$ cat src/rtl/aes_frame_ctrl.sv
// aes_frame_ctrl: gathers 8 RX words (4 plaintext, 4 key) into one AES-128 job, starts the core,
// then streams the 4 ciphertext words to TX. Optional WAIT watchdog under `AES_TIMEOUT_EN.
module aes_frame_ctrl #(
    parameter int unsigned DATA_WIDTH = 32
`ifdef AES_TIMEOUT_EN
    ,
    parameter int unsigned TIMEOUT_CYC = 64
`endif
) (
    input  logic                    clk,
    input  logic                    rst_n,
    input  logic [DATA_WIDTH-1:0]   in_data,
    input  logic                    in_dv,
    output logic [4*DATA_WIDTH-1:0] core_pt,
    output logic [4*DATA_WIDTH-1:0] core_key,
    output logic                    core_start,
    input  logic                    core_done,
    input  logic [4*DATA_WIDTH-1:0] core_ct,
    output logic [DATA_WIDTH-1:0]   out_data,
    output logic                    out_dv,
    input  logic                    out_ready,
    output logic                    busy,
    output logic                    err_overrun,
    output logic                    err_timeout
);

    localparam int unsigned W     = DATA_WIDTH;
    localparam int unsigned BLK_W = 4 * DATA_WIDTH;

    typedef enum logic [2:0] {
        ST_IDLE  = 3'd0,
        ST_LOAD  = 3'd1,
        ST_START = 3'd2,
        ST_WAIT  = 3'd3,
        ST_DRAIN = 3'd4
    } state_e;

    state_e            state_q, state_d;
    logic [2:0]        cnt_q, cnt_d;
    logic [2:0]        slot_c;
    logic [1:0]        idx_q, idx_d;
    logic [BLK_W-1:0]  pt_q, pt_d;
    logic [BLK_W-1:0]  key_q, key_d;
    logic [BLK_W-1:0]  ct_q, ct_d;
    logic              core_start_q, core_start_d;
    logic              out_dv_q, out_dv_d;
    logic [W-1:0]      out_data_q, out_data_d;
    logic              busy_q, busy_d;
    logic              err_overrun_q, err_overrun_d;
    logic              timeout_c;

    // Word i of a 128-bit block, word 0 in the top bits.
    function automatic logic [W-1:0] blk_word(input logic [BLK_W-1:0] blk, input logic [1:0] i);
        case (i)
            2'd0:    blk_word = blk[BLK_W-1 -: W];
            2'd1:    blk_word = blk[BLK_W-1-W -: W];
            2'd2:    blk_word = blk[BLK_W-1-2*W -: W];
            default: blk_word = blk[W-1:0];
        endcase
    endfunction

    function automatic logic [BLK_W-1:0] blk_put(input logic [BLK_W-1:0] blk, input logic [1:0] i,
                                                 input logic [W-1:0] w);
        blk_put = blk;
        case (i)
            2'd0:    blk_put[BLK_W-1 -: W]     = w;
            2'd1:    blk_put[BLK_W-1-W -: W]   = w;
            2'd2:    blk_put[BLK_W-1-2*W -: W] = w;
            default: blk_put[W-1:0]            = w;
        endcase
    endfunction

    // A frame always begins at slot 0 from IDLE, whatever cnt holds.
    assign slot_c = (state_q == ST_IDLE) ? 3'd0 : cnt_q;

    always_comb begin
        state_d       = state_q;
        cnt_d         = cnt_q;
        idx_d         = idx_q;
        pt_d          = pt_q;
        key_d         = key_q;
        ct_d          = ct_q;
        core_start_d  = 1'b0;
        out_dv_d      = 1'b0;
        out_data_d    = '0;
        err_overrun_d = err_overrun_q;

        case (state_q)
            ST_IDLE, ST_LOAD: begin
                if (in_dv) begin
                    if (!slot_c[2]) pt_d  = blk_put(pt_q, slot_c[1:0], in_data);
                    else            key_d = blk_put(key_q, slot_c[1:0], in_data);
                    if (slot_c == 3'd7) begin
                        cnt_d        = 3'd0;
                        state_d      = ST_START;
                        core_start_d = 1'b1;
                    end else begin
                        cnt_d   = slot_c + 3'd1;
                        state_d = ST_LOAD;
                    end
                end
            end
            ST_START: state_d = ST_WAIT;
            ST_WAIT: begin
                if (core_done) begin
                    ct_d       = core_ct;
                    idx_d      = 2'd0;
                    state_d    = ST_DRAIN;
                    out_dv_d   = 1'b1;
                    out_data_d = blk_word(core_ct, 2'd0);
                end else if (timeout_c) begin
                    state_d = ST_IDLE;
                end
            end
            ST_DRAIN: begin
                out_dv_d   = 1'b1;
                out_data_d = out_data_q;
                if (out_ready) begin
                    if (idx_q == 2'd3) begin
                        idx_d      = 2'd0;
                        state_d    = ST_IDLE;
                        out_dv_d   = 1'b0;
                        out_data_d = '0;
                    end else begin
                        idx_d      = idx_q + 2'd1;
                        out_data_d = blk_word(ct_q, idx_q + 2'd1);
                    end
                end
            end
            default: state_d = ST_IDLE;
        endcase

        // Words arriving while a job is in flight are dropped.
        if (in_dv && (state_q == ST_START || state_q == ST_WAIT || state_q == ST_DRAIN))
            err_overrun_d = 1'b1;

        busy_d = (state_d != ST_IDLE);
    end

    always_ff @(posedge clk or negedge rst_n) begin
        if (!rst_n) begin
            state_q       <= ST_IDLE;
            cnt_q         <= 3'd0;
            idx_q         <= 2'd0;
            pt_q          <= '0;
            key_q         <= '0;
            ct_q          <= '0;
            core_start_q  <= 1'b0;
            out_dv_q      <= 1'b0;
            out_data_q    <= '0;
            busy_q        <= 1'b0;
            err_overrun_q <= 1'b0;
        end else begin
            state_q       <= state_d;
            cnt_q         <= cnt_d;
            idx_q         <= idx_d;
            pt_q          <= pt_d;
            key_q         <= key_d;
            ct_q          <= ct_d;
            core_start_q  <= core_start_d;
            out_dv_q      <= out_dv_d;
            out_data_q    <= out_data_d;
            busy_q        <= busy_d;
            err_overrun_q <= err_overrun_d;
        end
    end

`ifdef AES_TIMEOUT_EN
    localparam int unsigned WCNT_W = (TIMEOUT_CYC > 1) ? $clog2(TIMEOUT_CYC) : 1;

    logic [WCNT_W-1:0] wcnt_q, wcnt_d;
    logic              err_timeout_q, err_timeout_d;

    // Counter is zero on WAIT entry; core_done on the final WAIT cycle still wins.
    assign timeout_c = (wcnt_q == WCNT_W'(TIMEOUT_CYC - 1));

    always_comb begin
        wcnt_d        = (state_q == ST_WAIT) ? wcnt_q + WCNT_W'(1) : '0;
        err_timeout_d = err_timeout_q | ((state_q == ST_WAIT) && !core_done && timeout_c);
    end

    always_ff @(posedge clk or negedge rst_n) begin
        if (!rst_n) begin
            wcnt_q        <= '0;
            err_timeout_q <= 1'b0;
        end else begin
            wcnt_q        <= wcnt_d;
            err_timeout_q <= err_timeout_d;
        end
    end

    assign err_timeout = err_timeout_q;
`else
    assign timeout_c   = 1'b0;
    assign err_timeout = 1'b0;
`endif

    assign core_pt     = pt_q;
    assign core_key    = key_q;
    assign core_start  = core_start_q;
    assign out_dv      = out_dv_q;
    assign out_data    = out_data_q;
    assign busy        = busy_q;
    assign err_overrun = err_overrun_q;

endmodule
$ cat config.mk
export PLATFORM = sky130hd
export DESIGN_NAME = aes_frame_ctrl
export DESIGN_NICKNAME = d
export VERILOG_FILES = /design/src/rtl/aes_frame_ctrl.sv
export SDC_FILE = /design/constraint.sdc
export NUM_CORES = 1
export LEC_CHECK = 0
export ABC_AREA = 1
export ABC_CLOCK_PERIOD_IN_PS = 1600
export CAP_MARGIN = 20
export CELL_PAD_IN_SITES_DETAIL_PLACEMENT = 0
export CELL_PAD_IN_SITES_GLOBAL_PLACEMENT = 2
export CORE_UTILIZATION = 26
export CTS_CLUSTER_DIAMETER = 60
export CTS_CLUSTER_SIZE = 40
export DETAILED_ROUTE_END_ITERATION = 10
export GPL_ROUTABILITY_DRIVEN = 0
export PLACE_DENSITY = 0.75
export SYNTH_ARGS = -nofsm -noshare
export SYNTH_HDL_FRONTEND = slang
export SYNTH_SLANG_ARGS = --single-unit
$ cat constraint.sdc
create_clock -name clk -period 1.6 [get_ports clk]
set_input_delay 0.32 -clock clk [delete_from_list [all_inputs] [get_ports clk]]
set_output_delay 0.32 -clock clk [all_outputs]
set_load 0.005 [all_outputs]
## After elaboration in Yosys (flattened, before gate mapping)

Cells that the tools add are included.

- Flip-flop bits (word level): 428
- Latch bits: 0
- Bits in writable memories: 0
- ROM bits: 0
- Bits of input ports: 165
- Output and inout port bits: 293
- Logic and storage cells: 78
- Memories kept: 0

- Add/sub/neg operators: 2
- $mul: 0
- Div/mod/pow operators: 0
- Order comparisons: 0
- Equal/unequal tests: 12
- Shift operators: 0
- Multiplexer cells: 24
- Bitwise logic cells: 2
- Reduce and logical (&&, ||, !) cells: 21

Operators by type and width:

| operator | count |
|---|---|
| 2-to-1 mux 32 bit | 3 |
| one-hot mux 32 bit (3 select lines) | 1 |
| one-hot mux 32 bit (2 select lines) | 1 |
| AND reduction 4 bit | 8 |
| 2-to-1 mux 3 bit | 6 |
| one-hot mux 3 bit (4 select lines) | 1 |
| 2-to-1 mux 2 bit | 4 |
| equality test 2 bit, second input constant | 3 |
| equality test 3 x 2 -> 1 bit, second input constant | 2 |
| equality test 3 bit, second input constant | 2 |
| 2-to-1 mux 1 bit | 6 |
| equality test 2 x 1 -> 1 bit, second input constant | 2 |
| logical NOT 2 bit | 2 |
| inequality test 2 bit, second input constant | 2 |
| one-hot mux 2 bit (2 select lines) | 1 |
| AND reduction 2 bit | 2 |
| adder 3 x 1 -> 3 bit, second input constant | 1 |
| equality test 3 x 1 -> 1 bit, second input constant | 1 |
| logical NOT 3 bit | 1 |
| AND reduction 3 bit | 1 |
| nonzero test 3 bit | 1 |
| OR reduction 3 bit | 1 |
| adder 2 x 1 -> 2 bit, second input constant | 1 |
| logical OR 1 bit | 2 |
| 5 further kinds | 6 |

## Longest topological paths before layout

Gate-level depths: netlist of the first run.

- Depth in word-level cells: 7
- Gate-level depth with buffers: 11
- Depth with buffers taken out: 11

## Least setup slack after synthesis of the first run

Ideal clock, no wire load.

- Kind: register to register
- Start point: register state_q[2]
- End point: register pt_q[51], in the netlist core_pt[51]
- Library setup time: 76 ps
- Arrival time: 1660 ps
- Required time: 1524 ps
- Setup slack: -137 ps
- Cell stages (with the launch flop): 11
- Buffers on the path: 1
- Clock period less this slack: 1737 ps
- Cells stage by stage: dfrtp_1 > nor2_4 > a21oi_1 > inv_1 > ha_1 > inv_1 > nor2_4 > nand3_2 > clkbuf_1 > nand2_1 > o21ai_1

- Longest elaborated chain between the ends: 4
- Elaborated cells on any way between the ends: 7
- Those cells by class: eq/ne: 2; mux: 1; bitwise: 1; reduce/logical: 3

RTL lines:

| element | line | source |
|---|---|---|
| from (decl) | 38 | `state_e state_q, state_d;` |
| from (signal assigned) | 154 | `state_q <= state_d;` |
| logical NOT 3 bit | 74, 88 |  |
| 2-to-1 mux 3 bit | 74 | `assign slot_c = (state_q == ST_IDLE) ? 3'd0 : cnt_q;` |
| equality test 2 bit or inverter 1 bit (tied branches) | n/a |  |
| AND reduction 4 bit (no source line) * | n/a |  |
| to (signal assigned) | 157 | `pt_q <= pt_d;` |
| to (decl) | 42 | `logic [BLK_W-1:0] pt_q, pt_d;` |

Every way passes the cells marked *; elsewhere a longest branch is shown, timed or not.
A chain may end at the register's enable or synchronous reset.

## Final worst setup path of the first run

- Start point: register state_q[1]
- End point: register pt_q[80], in the netlist core_pt[80]

- Longest elaborated chain between the ends: 4
- Elaborated cells on any way between the ends: 7
- Those cells by class: eq/ne: 2; mux: 1; bitwise: 1; reduce/logical: 3

RTL lines:

| element | line |
|---|---|
| logical NOT 3 bit | 74, 88 |
| 2-to-1 mux 3 bit | 74 |
| equality test 2 x 1 -> 1 bit or inverter 1 bit (tied branches) | n/a |
| AND reduction 4 bit (no source line) * | n/a |

Marks and branches as above.

==> results.json, run 1 <==
{
  "crit_path_end": "core_pt[80]",
  "combPwrFrac": 0.372,
  "clkPwrFrac": 0.237,
  "yosysWarnings": 0,
  "layout_min_cycle_time_ns": 1.83,
  "finalCritPeriodShare": 1.15,
  "fin_nets": 2640,
  "cts_max_path_buffers": 3,
  "track_usage": 0.197,
  "ant_nets": 0,
  "cp_max_fo": 5,
  "slew_viol_final": 0,
  "syn2layout_area_growth_pct": 53.2,
  "timing.final.ws_setup_ns": -0.233,
  "grt_pass1_wl_microns": 99400,
  "die_area_sq_um": 66100,
  "syn_nets": 2073,
  "r2r_cells": 11,
  "core_area_sq_um": 64300,
  "dieHeight_microns": 257,
  "intPower_w": 0.0293,
  "cts_tree": "yes",
  "setup_viol": 269,
  "finalHoldViolations": 0,
  "dpl.hpwl_microns": 46000,
  "wire_per_inst_microns": 20.3,
  "crit_type": "flop to flop",
  "h-tree-depth": 2,
  "cts_root_buf": "clkbuf_16",
  "start_util": 0.263,
  "synthCells": 1897,
  "clk_latency_ns": 0.60,
  "synth_top_cell_area_share": 0.633,
  "post-place-ws_ns": -0.232,
  "cts_sinks": 428,
  "drt-total-wl_microns": 68100,
  "synth_cell_types": 19,
  "synth_top_area_cell": "dfrtp_1",
  "seq_area_frac_synth": 0.633,
  "clk_pin_slew_worst_paths_ns": 0.07,
  "status": "complete, but fails checks",
  "drc": 0,
  "vias": 15000,
  "rsz0062_at_grt": "true",
  "cp-start-kind": "flop",
  "violations": "negative setup slack",
  "cp.required_ns": 2.12,
  "pin_count": 458,
  "r2r-end": "core_pt[80]",
  "cp.arrival_ns": 2.36,
  "power_density_nw_per_um2": 1770,
  "p_leak_nw": 13.1,
  "hold_path_class": "primary input to async pin",
  "peakVddDrop_uv": 1040,
  "antenna_found_initial": 6,
  "placementRows": 93,
  "netlist_area_sq_um": 16900,
  "ys_ff_latch": 428,
  "drt_pass1_iterations": 5,
  "drtIter0Drc": 901,
  "seqPwrFrac": 0.392,
  "yosys-top-cells-area": "dfrtp_1 63%, nand2_1 20%, o21ai_1 6.7%, buf_2 1.8%, nor2_1 1.5%",
  "skew_ns": 0.0417,
  "rrSetupSlack_ns": -0.23,
  "die_w_microns": 257,
  "max_freq_mhz": 546,
  "gr-total-overflow": 0,
  "numCtsBuffers": 43,
  "final_cell_mix": "882 x nand2_1, 428 x dfrtp_1, 230 x o21ai_1",
  "vias_per_cell": 4.46,
  "swShare": 0.363,
  "grt_pass1_vias": 15300,
  "grt_start_max_net_pins": 80,
  "syn_avg_cell_area_sq_um": 8.92,
  "worstSetupStartpoint": "state_q[1]",
  "switchingPower_w": 0.0167,
  "layout-drive-gt1-share": 0.164,
  "regToRegStartpoint": "state_q[1]",
  "postLayoutCoreUtil": 0.403,
  "numPortBuffers": 456,
  "endpoint_kind": "flop",
  "drv_cap": 0,
  "final_common_cell": "nand2_1"
}
worst min path at each step:
stage | endpoint | slack [ns] | cells after the start
after floorplan | busy | 0.02 | 0
after global placement | ct_q[103] | 0.16 | 1
after detailed placement | ct_q[103] | 0.16 | 1
after CTS | ct_q[103] | 0.13 | 2
after global routing | ct_q[103] | 0.15 | 2
final | ct_q[103] | 0.16 | 2
flip-flops by register name (all words and copies together), names as in the netlist:
| register | cells |
|---|---|
| ct_q | 128 |
| idx_q | 2 |
| err_overrun | 1 |
| out_dv | 1 |
| busy | 1 |
| core_start | 1 |
| cnt_q | 3 |
| core_pt | 128 |
| state_q | 3 |
| core_key | 128 |
| out_data | 32 |
critical path, stage by stage, from the launching register on:
cell and delay [ns]:
dfrtp_1 0.41, nor2_4 0.19, nand2_2 0.10, nand2_4 0.09
ha_2 0.18, inv_2 0.04, nor2_4 0.14, nand3_4 0.13
buf_6 0.15, buf_12 0.12, buf_16 0.13, o21ai_2 0.12
layout make-up:
type                       count  area (sq um)
inverter                      57           221
clock buffer                  45          1090
clock inverter                35           395
multi-input combinational   1311          5860
timing repair buffer         623          6590
antenna                        1          2.50
tap                          855          1070
fill                        6348         38400
sequential                   428         10700
through the flow:
stage | TNS, ns | instance area [sq um] | total power, W | hold slack, ns | std cells
after floorplan | -4.16 | 17000 | 0.0242 | 0.0244 | 1897
after global placement | -37.79 | 23400 | 0.0347 | 0.159 | 3221
after detailed placement | -52.76 | 23400 | 0.0348 | 0.164 | 3221
after CTS | -35.65 | 25200 | 0.0453 | 0.127 | 3325
after global routing | -79.35 | 25900 | 0.0489 | 0.149 | 3355
final | -44.53 | 25900 | 0.0459 | 0.162 | 3355
what timing repair did:
item / in CTS / in global routing
pin swaps: 5 / 10
endpoints found under the hold margin: 211 / 0
setup buffers: 18 / 11
setup endpoints to repair: 570 / 409
resized for setup: 695 / 96
gates cloned: 5 / 18
hold buffers: 1 / 0
kinds of logic after synthesis:
family / count (synthesis) / synth area share
AOI/OAI and AO/OA: 266 / 0.0786
adders and majority gates: 11 / 0.00813
buffers and inverters: 159 / 0.0409
DFF: 428 / 0.633
other: 1 / 0.000222
and+or+nand+nor: 1032 / 0.239
synthesized netlist by cell type:
cell type	count
inv_1	50
a21oi_1	1
dfrtp_1	428
buf_4	5
nor2_1	68
nand2_2	5
conb_1	1
o21ai_0	38
nand2_1	908
nor2_2	3
nand3_2	7
nor2_4	4
o21ai_1	227
ha_1	11
buf_2	62
nand4_1	32
clkbuf_1	35
inv_2	7
nand3_1	5
power groups by stage:
stage	clock network [W]	logic [W]	registers, W
final	0.0109	0.0171	0.0180
after global routing	0.0116	0.0187	0.0185
after CTS	0.0112	0.0162	0.0179
after detailed placement	0	0.0169	0.0179
after global placement	0	0.0168	0.0179
after floorplan	0	0.00646	0.0178
per-layer routing:
layer | GRT usage | share of wire | vias to the layer above
met4 | 0.0463 | 0.020 | 10
met5 | 0 | 0.00085 | -
met3 | 0.0575 | 0.075 | 84
met2 | 0.320 | 0.47 | 425
met1 | 0.257 | 0.43 | 7292
li1 | - | - | 7141
(Power assumes the default switching activity.)
==> run 2, diff against run 1 <==
==> config.mk (replaced) <==
export PLATFORM = sky130hd
export DESIGN_NAME = aes_frame_ctrl
export DESIGN_NICKNAME = d
export VERILOG_FILES = /design/src/rtl/aes_frame_ctrl.sv
export SDC_FILE = /design/constraint.sdc
export NUM_CORES = 1
export LEC_CHECK = 0
export ABC_AREA = 1
export ABC_CLOCK_PERIOD_IN_PS = 2400
export CAP_MARGIN = 20
export CELL_PAD_IN_SITES_DETAIL_PLACEMENT = 1
export CELL_PAD_IN_SITES_GLOBAL_PLACEMENT = 2
export CORE_UTILIZATION = 31
export CTS_CLUSTER_DIAMETER = 50
export CTS_CLUSTER_SIZE = 40
export DETAILED_ROUTE_END_ITERATION = 10
export GPL_ROUTABILITY_DRIVEN = 0
export PLACE_DENSITY = 0.84
export SYNTH_ARGS = -nofsm -noshare
export SYNTH_HDL_FRONTEND = slang
export SYNTH_SLANG_ARGS = --single-unit
==> constraint.sdc (replaced) <==
create_clock -name clk -period 2.4 [get_ports clk]
set_input_delay 0.48 -clock clk [delete_from_list [all_inputs] [get_ports clk]]
set_output_delay 0.48 -clock clk [all_outputs]
set_load 0.005 [all_outputs]
==> run 2 against run 1 <==
Compared with the run above: the run now ends clean; sequential share of layout area grew 2.9 points; core utilization grew 4.7 points; cell count shrank 8.1%; setup slack gained 0.50 ns; die area shrank 16%; power shrank 33%; cell area shrank 6.5%; combinational power shrank 37%; largest cell class unchanged; highest routed layer unchanged.
==> results.json, run 2 (synthesis gave the netlist of run 1 again) <==
{
  "fin_hold_ws_ns": 0.335,
  "timing.final.ws_setup_ns": 0.268,
  "cp.arrival_ns": 2.64,
  "max_freq_mhz": 469,
  "slew_headroom": 0.529,
  "r2r-end": "core_pt[40]",
  "dp.cells": 2988,
  "seqPwrFrac": 0.388,
  "core_area_sq_um": 53900,
  "cp_cell_sequence": "inv_2, a21oi_1, inv_1, ha_1, inv_1, nor2_4, nand3_2, buf_12, nand2_1, o21ai_1",
  "n_fill_cell": 6184,
  "skew_ns": 0.0413,
  "finalCritPeriodShare": 0.888,
  "worstSetupStartpoint": "state_q[0]",
  "crit_cells": 10,
  "dpl.hpwl_microns": 44700,
  "regToRegStartpoint": "state_q[0]",
  "vias": 14700,
  "dieHeight_microns": 236,
  "cp-start-kind": "flop",
  "critPathBufInv": 4,
  "rrSetupSlack_ns": 0.27,
  "post-place-ws_ns": 0.132,
  "cts_max_path_buffers": 3,
  "track_usage": 0.235,
  "clk_latency_ns": 0.62,
  "combPwrFrac": 0.349,
  "cts-resized-gates": 0,
  "crit_top_cell": "inv_1",
  "status": "complete, no violations",
  "setup_tns_ns": 0,
  "syn2layout_area_growth_pct": 43.3,
  "peakVddDrop_uv": 764,
  "cts_sinks": 428,
  "cp_top_family": "buffers and inverters",
  "r2r_cells": 10,
  "die_w_microns": 236,
  "pin_count": 458,
  "intPower_w": 0.0201,
  "finalHoldViolations": 0,
  "drv_cap": 0,
  "drt-total-wl_microns": 64800,
  "grt_pass1_vias": 16000,
  "final_common_cell": "nand2_1",
  "clk_pin_slew_worst_paths_ns": 0.06,
  "cts_root_buf": "clkbuf_16",
  "fin_nets": 2521,
  "critPathMaxStageDelay_ns": 0.46,
  "layout-drive-gt1-share": 0.0670,
  "gr-total-overflow": 0,
  "ant_nets": 0,
  "numPortBuffers": 456,
  "numCtsBuffers": 50,
  "power_density_nw_per_um2": 1270,
  "vias_per_cell": 4.76,
  "drtIter0Drc": 707,
  "cp.required_ns": 2.91,
  "placementRows": 85,
  "wire_per_inst_microns": 21.0,
  "h-tree-depth": 2,
  "slew_viol_final": 0,
  "crit_path_top_delay_cell": "dfrtp_1",
  "grt_pass1_wl_microns": 100000,
  "swShare": 0.348,
  "endpoint_kind": "flop",
  "antenna_found_initial": 8,
  "final_cell_mix": "908 x nand2_1, 455 x clkdlybuf4s50_1, 428 x dfrtp_1",
  "stdcell_count": 3084,
  "postCtsSetupRepairBufs": 0,
  "cts_tree": "yes",
  "tightest_slew_ns": 0.706,
  "crit_path_end": "core_pt[40]",
  "setup_viol": 0,
  "die_area_sq_um": 55600,
  "grt_start_max_net_pins": 132,
  "p_leak_nw": 11.9,
  "clkPwrFrac": 0.263,
  "drc": 0,
  "crit_type": "flop to flop",
  "start_util": 0.314,
  "rsz0062_at_grt": "false",
  "drt_pass1_iterations": 4,
  "layout_min_cycle_time_ns": 2.13,
  "switchingPower_w": 0.0107,
  "cp_max_fo": 64,
  "postCtsHoldBufs": 1,
  "hold_path_class": "primary input to async pin"
}
run 2: cell count changes in the layout (fill, tap and decap cells not counted), sizes merged:
cell	change
clkinv	+1
clkinvlp	+4
clkbuf	+3
inv	-5
clkdlybuf4s50	+292
nand2	-1
dlygate4sd2	-45
bufbuf	-1
clkdlybuf4s15	-214
buf	-147
bufinv	+1
run 2: cell type report:
class	count	area, sq um	area share
Clock inverter	36	443	0.0183
Antenna cell	1	2.50	0.000103
Tap cell	696	871	0.0359
Sequential cell	428	10700	0.442
Multi-Input combinational cell	1310	5540	0.229
Timing Repair Buffer	498	5140	0.212
Inverter	57	216	0.00892
Clock buffer	58	1330	0.0549
run 2: routing by layer:
| layer | wire length [microns] | vias to the layer above | global-route usage | share of wire |
|---|---|---|---|---|
| met1 | 27400 | 7321 | 0.288 | 0.42 |
| met5 | 94 | - | 0 | 0.0015 |
| met4 | 1290 | 14 | 0.0564 | 0.020 |
| met2 | 30400 | 378 | 0.388 | 0.47 |
| li1 | - | 6870 | - | - |
| met3 | 5600 | 93 | 0.0915 | 0.086 |
run 2: stage by stage:
step	power [W]	utilization	area [sq um]
6_report	0.0308	0.450	24300
5_1_grt	0.0327	0.450	24300
4_1_cts	0.0312	0.450	24300
3_5_place_dp	0.0228	0.417	22500
3_3_place_gp	0.0225	0.417	22500
2_1_floorplan	0.0161	-	16900
run 2: worst min-delay path by stage:
| stage | end | slack (ns) |
|---|---|---|
| 2_1_floorplan | busy | 0.18 |
| 3_3_place_gp | ct_q[1] | 0.36 |
| 3_5_place_dp | ct_q[1] | 0.36 |
| 4_1_cts | ct_q[1] | 0.32 |
| 5_1_grt | ct_q[1] | 0.33 |
| 6_report | ct_q[1] | 0.33 |
run 2: power groups by stage:
stage	Sequential, W	Combinational, W	Clock, W
after detailed placement	0.0120	0.0108	0
after floorplan	0.0118	0.00421	0
after global routing	0.0123	0.0118	0.00857
final	0.0120	0.0108	0.00812
after CTS	0.0120	0.0109	0.00828
after global placement	0.0118	0.0106	0
